## config.mk

```make
export PLATFORM = sky130hd
export DESIGN_NAME = stream_arb_mux
export DESIGN_NICKNAME = d
export VERILOG_FILES = /design/src/rtl/stream_arb_pkg.sv /design/src/rtl/rr_pick.sv /design/src/rtl/stream_arb_mux.sv
export SDC_FILE = /design/constraint.sdc
export NUM_CORES = 1
export LEC_CHECK = 0
export CORE_MARGIN = 10
export CORE_UTILIZATION = 32
export CTS_BUF_LIST = sky130_fd_sc_hd__clkbuf_16
export DETAILED_ROUTE_END_ITERATION = 10
export DONT_BUFFER_PORTS = 1
export GPL_ROUTABILITY_DRIVEN = 0
export SYNTH_ARGS = -nofsm -noshare
export SYNTH_HDL_FRONTEND = slang
export SYNTH_HIERARCHICAL = 1
export SYNTH_SLANG_ARGS = --single-unit
```

## constraint.sdc

```tcl
create_clock -name clk -period 4.2 [get_ports clk]
set_clock_uncertainty 0.05 [all_clocks]
set_input_delay 0.84 -clock clk [delete_from_list [all_inputs] [get_ports clk]]
set_output_delay 0.84 -clock clk [all_outputs]
set_load 0.02 [all_outputs]
```

## src/rtl/stream_arb_pkg.sv

```systemverilog
`default_nettype none
// ============================================================================
// Module   : stream_arb_pkg
// Purpose  : Shared arbitration-mode constants for the stream arbiter mux.
// Revision : 1.0 - initial release
// ============================================================================
package stream_arb_pkg;

  // Arbitration modes selectable through the p_mode parameter
  localparam int ARB_FIXED = 0;  // lowest channel index always wins
  localparam int ARB_RR    = 1;  // search starts just past the last winner

endpackage : stream_arb_pkg
`default_nettype wire

```

## src/rtl/rr_pick.sv

```systemverilog
`default_nettype none
// ============================================================================
// Module   : rr_pick
// Purpose  : Combinational rotating priority picker. Rotates the request
//            vector so that channel ptr sits at bit 0, isolates the lowest
//            set bit, then rotates the one-hot grant back into place.
//            Built from bitwise/arithmetic operators only, so an unknown
//            request bit yields an unknown grant rather than a guess.
// Revision : 1.0 - initial release
// ============================================================================
module rr_pick #(
  parameter int p_nchan = 4
) (
  input  logic [p_nchan-1:0]         req,
  input  logic [$clog2(p_nchan)-1:0] ptr,
  output logic [p_nchan-1:0]         grant,
  output logic [$clog2(p_nchan)-1:0] idx
);

  localparam int                   c_iw  = $clog2(p_nchan);
  localparam logic [c_iw:0]        c_n   = (c_iw+1)'(p_nchan);
  localparam logic [p_nchan-1:0]   c_one = p_nchan'(1);
  localparam logic [c_iw-1:0]      c_top = c_iw'(p_nchan-1);

  // Doubled vectors let a variable part-select act as a rotate; the one
  // bit a rotate can never reach is left off so nothing dangles.
  logic [2*p_nchan-2:0] w_req_dbl;
  logic [2*p_nchan-2:0] w_gnt_dbl;
  logic [p_nchan-1:0]   w_req_rot;
  logic [p_nchan-1:0]   w_gnt_rot;
  logic [c_iw-1:0]      w_rot_idx;
  logic [c_iw:0]        w_sum;

  // Rotate right by ptr: w_req_rot[j] = req[(j+ptr) mod p_nchan]
  assign w_req_dbl = {req[p_nchan-2:0], req};
  assign w_req_rot = w_req_dbl[ptr +: p_nchan];

  // Lowest set bit of the rotated request (x & -x)
  assign w_gnt_rot = w_req_rot & (~w_req_rot + c_one);

  // Rotate left by ptr: grant[i] = w_gnt_rot[(i-ptr) mod p_nchan]
  assign w_gnt_dbl = {w_gnt_rot, w_gnt_rot[p_nchan-1:1]};
  assign grant     = w_gnt_dbl[(c_top - ptr) +: p_nchan];

  // One-hot to binary of the rotated grant, OR-reduced per index
  always_comb begin
    w_rot_idx = '0;
    for (int j = 0; j < p_nchan; j++) begin
      w_rot_idx = w_rot_idx | ({c_iw{w_gnt_rot[j]}} & c_iw'(j));
    end
  end

  // Undo the rotation on the index: (rot_idx + ptr) mod p_nchan
  assign w_sum = {1'b0, w_rot_idx} + {1'b0, ptr};
  assign idx   = (w_sum >= c_n) ? c_iw'(w_sum - c_n) : c_iw'(w_sum);

endmodule : rr_pick
`default_nettype wire

```

## src/rtl/stream_arb_mux.sv

```systemverilog
`default_nettype none
// ============================================================================
// Module   : stream_arb_mux
// Purpose  : N-way val/rdy stream multiplexer. Grants one valid producer per
//            cycle (fixed or round-robin priority) and holds the winner's
//            message in a one-entry pipe-through output register.
// Revision : 1.0 - initial release
// ============================================================================
module stream_arb_mux
  import stream_arb_pkg::*;
#(
  parameter int p_nchan = 4,
  parameter int p_nbits = 8,
  parameter int p_mode  = ARB_RR
) (
  input  logic                         clk,
  input  logic                         rst,
  input  logic [p_nchan-1:0]           in_val,
  output logic [p_nchan-1:0]           in_rdy,
  input  logic [p_nchan*p_nbits-1:0]   in_msg,
  output logic                         out_val,
  input  logic                         out_rdy,
  output logic [p_nbits-1:0]           out_msg,
  output logic [$clog2(p_nchan)-1:0]   out_sel
);

  localparam int c_iw = $clog2(p_nchan);

  logic [p_nchan-1:0] w_grant;
  logic [c_iw-1:0]    w_idx;
  logic [p_nbits-1:0] w_msg;
  logic               w_can_acc;
  logic               w_in_xfer;
  logic               w_out_xfer;

  logic [c_iw-1:0]    r_ptr;
  logic               r_val;
  logic [p_nbits-1:0] r_msg;
  logic [c_iw-1:0]    r_sel;

  rr_pick #(
    .p_nchan (p_nchan)
  ) u_pick (
    .req   (in_val),
    .ptr   (r_ptr),
    .grant (w_grant),
    .idx   (w_idx)
  );

  // The register can take a new message when empty or being drained now.
  // in_rdy is gated by rst so producers see no ready while in reset.
  assign w_can_acc  = ~r_val | out_rdy;
  assign in_rdy     = w_grant & {p_nchan{w_can_acc & ~rst}};
  assign w_in_xfer  = |(in_val & in_rdy);
  assign w_out_xfer = r_val & out_rdy;
  assign w_msg      = in_msg[w_idx*p_nbits +: p_nbits];

  // Output register: fill on a channel transfer, else empty on a drain.
  // Written with logic operators / ternaries so unknown handshakes stay X.
  always_ff @(posedge clk or posedge rst) begin
    if (rst) begin
      r_val <= 1'b0;
      r_msg <= '0;
      r_sel <= '0;
    end else begin
      r_val <= w_in_xfer | (r_val & ~w_out_xfer);
      r_msg <= w_in_xfer ? w_msg : r_msg;
      r_sel <= w_in_xfer ? w_idx : r_sel;
    end
  end

  generate
    if (p_mode == ARB_RR) begin : g_rr
      logic [c_iw-1:0] w_ptr_next;

      assign w_ptr_next = (w_idx == c_iw'(p_nchan-1)) ? '0 : w_idx + c_iw'(1);

      // Priority pointer moves to the channel after each winner
      always_ff @(posedge clk or posedge rst) begin
        if (rst) begin
          r_ptr <= '0;
        end else begin
          r_ptr <= w_in_xfer ? w_ptr_next : r_ptr;
        end
      end
    end else begin : g_fixed
      // Fixed priority: search always starts at channel 0
      always_ff @(posedge clk or posedge rst) begin
        if (rst) begin
          r_ptr <= '0;
        end else begin
          r_ptr <= '0;
        end
      end
    end
  endgenerate

  assign out_val = r_val;
  assign out_msg = r_msg;
  assign out_sel = r_sel;

endmodule : stream_arb_mux
`default_nettype wire

```

==> summary.txt, run 1 <==
Floorplan
  • Core Box Area: 3311 µm²
  • Die H: 78.49 µm
  • Die Area: 6161 µm²
  • Initial Utilization: 0.3307
  • Die Wd: 78.49 µm
  • Top-Level Pins: 54
  • FP Rows: 21

Outcome
  • Status: completed

Clocking
  • Clock latency on the worst-skew pair: 240 ps
  • Root Driver: clkbuf_16
  • Hold_buf cts: 0
  • CTS tree: built
  • Worst-path clk slew: 40 ps
  • Maximum clock path buffer count: 2
  • CTS H-tree lvls: 1
  • # resized after CTS: 0
  • Post-CTS Setup Inserts: 0
  • Total CTS buffers: 3
  • Clock Sinks: 13

Yosys
  • Most common cell in the netlist: dfrtp_1
  • Post-synthesis area per instance: 11.65 µm²
  • Synth Net Count: 135
  • Synthesized area: 1095 µm²
  • Synthesized instance count: 94
  • Area share of the largest cell type after synthesis: 0.2971
  • Netlist cell types: 33
  • Post-synth top flop: dfrtp_1
  • Commonest cells in the netlist: dfrtp_1, mux2_4, mux4_2
  • Post-synth top area cell: dfrtp_1
  • Yosys reg bits: 13
  • Ys async rst share: 1.000
  • Register area share after synthesis: 0.2971
  • Synth top area cells: dfrtp_1, mux4_2, mux2_4
  • Total number of yosys warnings: 6
  • Post-synth EDFFs: 0

Pwr
  • Peak supply drop: 402.9 µV
  • Leak pwr: 0.4741 nW
  • Pwr dens: 923.1 nW/µm²
  • Tot Pwr: 1.089 mW

Worst setup path
  • R2R depth: 7
  • Crit path largest cell delay: 670 ps
  • Crit-path max FO: 16
  • Critical-path top delay cell: dfrtp_1
  • CP Data Required Time: 4270 ps
  • Worst path depth: 7
  • CP delay by family, top: multiplexers
  • Critical path, cell by cell: nand2_1, a21oi_1, o2bb2ai_1, o22a_1, ha_1, mux4_2, mux2_4
  • Worst path bufs/invs: 0
  • Critical Path AT: 2960 ps
  • CP Launch Type: flip-flop
  • Kind of end point of the critical path: flip-flop
  • CP Class: flip-flop to flip-flop

GRT
  • First-pass GRT wire length: 3988 µm
  • GRT Util Overall: 0.08181
  • Initial antenna violation count: 0
  • Largest net degree at the start of global routing: 17
  • GR Overflow Total: 0
  • Vias in the first global route: 741

Routing
  • WL per Instance: 19.54 µm
  • Vias/cell: 5.507
  • 1st-pass router iterations: 4
  • Initial DRC count: 38
  • Via count: 749
  • DRT antenna net count: 0
  • Final routed DRC violation total: 0
  • Final WL: 2658 µm

STA
  • RSZ-0062 raised after global routing: no
  • Fin crit share: 0.6890
  • Final setup viols: 0
  • Worst relative slew slack: 0.4321
  • Worst-Margin Slew: 849.2 ps
  • Fin crit period: 2894 ps
  • Setup TNS: 0 ps
  • Final hold vios: 0
  • Slew Viols, Final: 0
  • Max Fclk: 345.6 MHz

Final layout
  • Synth-to-Final Area Change: 7.771%
  • Nets: 132
  • Share of cells above drive strength 1: 0.3222
  • Antenna Diode Count: 0
  • Fillers: 339

Min path
  • HP Class: input pin to async pin

Placement
  • HPWL Detailed: 2166 µm
  • PortBufs: 0

Run
  • Max_cap viols: 0
[final cells by class]
cell class	instances	area, µm²	area share
Clock buffer	3	75.07	0.06363
Clock inverter	1	3.754	0.003181
Inverter	5	18.77	0.01591
Multi-Input combinational cell	67	691.9	0.5864
Sequential cell	13	325.3	0.2757
Tap cell	46	57.56	0.04878
Timing Repair Buffer	1	7.507	0.006363
[state kept, by name (all words and copies together) (netlist names)]
name / count
out_sel: 2
r_ptr: 2
out_val: 1
out_msg: 8
[power breakdown]
| part | total (mW) | internal, mW | switching, mW |
|---|---|---|---|
| Clock | 0.177 | 0.125 | 0.0515 |
| Sequential | 0.340 | 0.190 | 0.150 |
| Combinational | 0.573 | 0.348 | 0.225 |
[cells in the final DEF, fill, tap and decap left out, types with 3 or more instances in the layout]
cell,n
a21oi_1,7
and2_1,6
clkbuf_16,3
dfrtp_1,13
inv_1,5
mux2_4,10
mux4_2,8
nor2_1,3
[layer usage]
metal	GRT usage	up-vias	wire, µm
met5	0	-	0
met4	0.03047	0	14
met3	0.04100	2	204
met2	0.1423	25	1512
met1	0.08234	381	927
li1	-	341	-
[stage by stage]
step           utilization  instance area [µm²]  hold WS, ps  setup WS [ps]  cells
3_3_place_gp        0.3326                 1101        619.9           1199    132
3_5_place_dp        0.3326                 1101        618.7           1142    132
4_1_cts             0.3564                 1180        490.4           1281    136
5_1_grt             0.3564                 1180        519.6           1071    136
2_1_floorplan            -                 1095        525.8           1064     94
6_report            0.3564                 1180        465.9           1306    136
[logic make-up after synthesis]
logic type	Yosys count	synth area share
AND/OR/NAND/NOR	21	0.1166
AO/OA/AOI/OAI	22	0.1543
flip-flops	13	0.2971
buffers and inverters	14	0.07084
adder cells (fa/ha/maj)	2	0.02285
multiplexers	20	0.3223
XOR/XNOR	2	0.01600
[worst paths after layout]
check,from,end,slack (ps)
worst max-delay path,r_ptr[1]$_DFFE_PP0P_,out_msg[7]$_DFFE_PP0P_,1310
worst min-delay path,rst,out_val$_DFF_PP0_,470
worst max register to register,r_ptr[1]$_DFFE_PP0P_,out_msg[7]$_DFFE_PP0P_,1310
worst min register to register,out_msg[1]$_DFFE_PP0P_,out_msg[1]$_DFFE_PP0P_,620
max in group asynchronous,rst,r_ptr[1]$_DFFE_PP0P_,3290
min in group clk,out_msg[1]$_DFFE_PP0P_,out_msg[1]$_DFFE_PP0P_,620
(Power assumes the default switching activity.)
==> run 2, diff against run 1 <==
- clock period: 4.2 -> 2.9 ns (I/O delays scaled with it)
==> summary.txt, run 2 (synthesis gave the netlist of run 1 again) <==
Clocking
  • Root Driver: clkbuf_16
  • Hold_buf cts: 0
  • Maximum clock path buffer count: 2
  • Post-CTS Setup Inserts: 0
  • CTS H-tree lvls: 1
  • # resized after CTS: 0
  • Clock Sinks: 13
  • Worst-path clk slew: 40 ps
  • CTS tree: built
  • Total CTS buffers: 3
  • Clock latency on the worst-skew pair: 240 ps

Floorplan
  • FP Rows: 21
  • Core Box Area: 3311 µm²
  • Die Wd: 78.49 µm
  • Die Area: 6161 µm²
  • Die H: 78.49 µm
  • Top-Level Pins: 54
  • Initial Utilization: 0.3307

STA
  • Final setup viols: 0
  • Setup TNS: 0 ps
  • Slew Viols, Final: 0
  • Fin crit period: 2452 ps
  • Worst relative slew slack: 0.6852
  • Max Fclk: 407.9 MHz
  • Final hold vios: 0
  • Fin crit share: 0.8454
  • RSZ-0062 raised after global routing: no
  • Hold slack: 192.0 ps
  • Worst-Margin Slew: 471.7 ps

Final layout
  • Nets: 135
  • Synth-to-Final Area Change: 9.828%
  • Reg area: 325.3 µm²
  • Antenna Diode Count: 0
  • Max FFs per register: 8
  • Area of the multi-input gates: 691.9 µm²
  • Share of cells above drive strength 1: 0.3441
  • Commonest non-fill, non-tap cells in the layout: dfrtp_1, mux2_4, mux4_2, a21oi_1, and2_1
  • Fillers: 334
  • Fin cells: 139
  • Commonest non-fill, non-tap cell in the layout: dfrtp_1

Worst setup path
  • CP Launch Type: flip-flop
  • RR Endpoint: out_msg[2]$_DFFE_PP0P_
  • Crit-path max FO: 11
  • Most numerous cell on the critical path: buf_4
  • Register-to-Register Setup Slack: 450 ps
  • CP Data Required Time: 2970 ps
  • Crit path largest cell delay: 530 ps
  • Kind of end point of the critical path: flip-flop
  • RR Startpoint: r_ptr[1]$_DFFE_PP0P_
  • CP Class: flip-flop to flip-flop
  • Critical path, cell by cell: buf_4, o21ai_1, a21oi_1, o22a_1, ha_1, buf_4, mux4_2, mux2_4
  • Critical-path top delay cell: mux4_2
  • R2R depth: 8
  • Crit path to: out_msg[2]$_DFFE_PP0P_
  • Critical Path AT: 2520 ps
  • CP Launch Point: r_ptr[1]$_DFFE_PP0P_

Outcome
  • Status: completed

Min path
  • HP Class: input pin to async pin

GRT
  • First-pass GRT wire length: 4043 µm
  • Initial antenna violation count: 0
  • GRT Util Overall: 0.08363
  • Largest net degree at the start of global routing: 16
  • GR Overflow Total: 0
  • Vias in the first global route: 733

Pwr
  • Peak supply drop: 461.4 µV
  • Tot Pwr: 1.603 mW
  • Pwr dens: 1333 nW/µm²
  • Leak pwr: 0.4890 nW

Routing
  • 1st-pass router iterations: 4
  • Initial DRC count: 58
  • Via count: 730
  • Final WL: 2629 µm
  • Vias/cell: 5.252
  • WL per Instance: 18.91 µm
  • Final routed DRC violation total: 0
  • DRT antenna net count: 0

Placement
  • PortBufs: 0
  • HPWL Detailed: 2209 µm
  • DP Cell Count: 135

Run
  • Max_cap viols: 0
==> run 2: cell count changes in the layout (fill, tap and decap cells not counted) <==
cell,change
buf_4,+3
==> run 2: per-layer routing <==
layer / global-route usage / wire [µm] / part of all wire / vias to the layer above
met5: 0 / 0 / 0 / -
met4: 0.03763 / 23 / 0.0087 / 0
met3: 0.03759 / 179 / 0.068 / 2
met2: 0.1513 / 1485 / 0.56 / 19
met1: 0.07952 / 941 / 0.36 / 360
li1: - / - / - / 349
==> run 2: through the flow <==
stage	instance area (µm²)	utilization	worst slack, ps
after floorplan	1095	-	23.96
after global placement	1124	0.3394	382.1
after detailed placement	1124	0.3394	305.7
after CTS	1202	0.3632	418.0
after global routing	1202	0.3632	296.6
final	1202	0.3632	448.3
==> run 2: final cells by class <==
cell class,instances,area share
timing repair buffer,4,0.02497
inverter,5,0.01561
sequential,13,0.2706
multi-input combinational,67,0.5754
clock inverter,1,0.003122
tap,46,0.04787
clock buffer,3,0.06244
==> run 2: report_power, final <==
part	switching, mW	internal, mW
clock network	0.0727	0.181
logic	0.347	0.528
registers	0.198	0.276
total	0.618	0.985
==> run 2: worst min path at each step <==
stage / from / end / slack (ps) / cells past startpoint
floorplan: rst / out_msg[0]$_DFFE_PP0P_ / 410 / 1
global placement: rst / out_val$_DFF_PP0_ / 470 / 1
detailed placement: rst / out_val$_DFF_PP0_ / 480 / 1
CTS: rst / out_val$_DFF_PP0_ / 220 / 1
global route: rst / out_val$_DFF_PP0_ / 230 / 1
finish: rst / r_ptr[0]$_DFFE_PP0P_ / 190 / 1
==> run 2: critical path, delay by kind of cell (launching register included) <==
family,cells,cell delay (ps)
buffers and inverters,2,430
flip-flops,1,430
adder cells (fa/ha/maj),1,280
multiplexers,2,800
AO/OA/AOI/OAI,3,360
==> run 3, diff against run 2 <==
- clock period: 2.9 -> 2.45 ns (I/O delays scaled with it)
==> summary.txt, run 3 (synthesis gave the netlist of run 1 again) <==
Worst setup path
  • Kind of end point of the critical path: flip-flop
  • Crit-path max FO: 10
  • Critical Path AT: 2410 ps
  • CP Data Required Time: 2520 ps
  • CP Launch Type: flip-flop
  • CP Class: flip-flop to flip-flop

STA
  • Max Fclk: 426.7 MHz
  • Worst relative slew slack: 0.6830
  • Final setup viols: 0
  • Hold slack: 104.4 ps
  • Final hold vios: 0
  • Fin crit period: 2343 ps
  • Slew Viols, Final: 0
  • Setup TNS: 0 ps
  • Fin crit share: 0.9565
  • Worst-Margin Slew: 475.0 ps

Routing
  • Via count: 751
  • DRT antenna net count: 0
  • 1st-pass router iterations: 4
  • WL per Instance: 18.51 µm
  • Vias/cell: 5.326
  • Final routed DRC violation total: 0
  • Final WL: 2610 µm
  • Initial DRC count: 44

Placement
  • Placed Area: 1169 µm²
  • DP Cell Count: 137
  • PortBufs: 0
  • HPWL Detailed: 2185 µm

Floorplan
  • Top-Level Pins: 54
  • Initial Utilization: 0.3307
  • Die H: 78.49 µm
  • FP Rows: 21
  • Die Wd: 78.49 µm
  • Die Area: 6161 µm²
  • Core Box Area: 3311 µm²

Final layout
  • Final Instance Area: 1257 µm²
  • Commonest non-fill, non-tap cell in the layout: dfrtp_1
  • Share of cells above drive strength 1: 0.3895
  • Fin cells: 141
  • Commonest non-fill, non-tap cells in the layout: dfrtp_1, mux2_4, mux4_2, a21oi_1, and2_1
  • Max FFs per register: 8
  • Nets: 137
  • Post-layout util: 0.3798
  • Antenna Diode Count: 0
  • Synth-to-Final Area Change: 14.86%

Pwr
  • Peak supply drop: 554.2 µV
  • Pwr dens: 1597 nW/µm²
  • Leak pwr: 0.5120 nW
  • Int Power: 1.247 mW
  • Clk pwr share: 0.148
  • Sw frac: 0.3788
  • Comb pwr share: 0.579
  • Switch Pwr: 0.7605 mW
  • Sequential Power Share: 0.273

Clocking
  • Clock Sinks: 13
  • CTS H-tree lvls: 1
  • Maximum clock path buffer count: 2
  • Post-CTS Setup Inserts: 0
  • Total CTS buffers: 3
  • Root Driver: clkbuf_16
  • CTS tree: built
  • Clock latency on the worst-skew pair: 240 ps
  • Worst-path clk slew: 40 ps

Run
  • Max_cap viols: 0

GRT
  • Largest net degree at the start of global routing: 14
  • Initial antenna violation count: 0
  • GR Overflow Total: 0
  • Vias in the first global route: 782
  • GRT Util Overall: 0.07987
  • First-pass GRT wire length: 3967 µm

Min path
  • HP Class: input pin to async pin

Outcome
  • Status: completed
==> run 3: final cells by class <==
class | instances | area (µm²)
clock buffers | 3 | 75.07
clock inverters | 1 | 3.754
fillers | 336 | 2053
inverters | 5 | 18.77
multi-input cells | 67 | 719.4
flip-flops and latches | 13 | 325.3
well taps | 46 | 57.56
repair buffers | 6 | 57.56
==> run 3: critical path, cell delays in order (launching register included) <==
cell       delay (ps)
dfrtp_1           410
buf_4             170
o2bb2ai_1         120
o22a_1            220
ha_4              170
xnor2_2           160
xnor2_1           130
buf_4             210
mux4_2            310
mux2_4            270
==> run 3: power groups by stage <==
stage               logic (mW)  clock network [mW]  registers (mW)
floorplan                 1.01                   0           0.512
global placement          1.10                   0           0.549
detailed placement        1.14                   0           0.553
CTS                       1.14               0.305           0.550
global route              1.25               0.321           0.564
finish                    1.16               0.297           0.548
==> run 3: through the flow <==
stage | total power [mW] | setup WS, ps
2_1_floorplan | 1.523 | -24.91
3_3_place_gp | 1.652 | -17.62
3_5_place_dp | 1.693 | -51.97
4_1_cts | 1.995 | 38.29
5_1_grt | 2.135 | -31.82
6_report | 2.008 | 106.5
==> run 3: routing by layer <==
layer / track usage / wire (µm) / share of wire
met3: 0.03872 / 191 / 0.073
met4: 0.02688 / 23 / 0.0088
met2: 0.1480 / 1489 / 0.57
met1: 0.07483 / 906 / 0.35
met5: 0 / 0 / 0
==> run 3: what timing repair did <==
item / in CTS / in global routing
hold buffers: 0 / 0
resized for setup: 0 / 1
setup endpoints to repair: 0 / 8
==> run 3: path summary, 6_finish.rpt <==
| check | start | to | slack [ps] | cells after the start |
|---|---|---|---|---|
| hold / removal | rst | out_val$_DFF_PP0_ | 100 | 1 |
| max in group asynchronous | rst | r_ptr[1]$_DFFE_PP0P_ | 1920 | 1 |
| hold reg to reg | out_msg[0]$_DFFE_PP0P_ | out_msg[0]$_DFFE_PP0P_ | 630 | 1 |
| setup / recovery | r_ptr[1]$_DFFE_PP0P_ | out_msg[1]$_DFFE_PP0P_ | 110 | 9 |
| min in group clk | in_msg[6] | out_msg[6]$_DFFE_PP0P_ | 570 | 2 |
| setup reg to reg | r_ptr[1]$_DFFE_PP0P_ | out_msg[1]$_DFFE_PP0P_ | 110 | 9 |
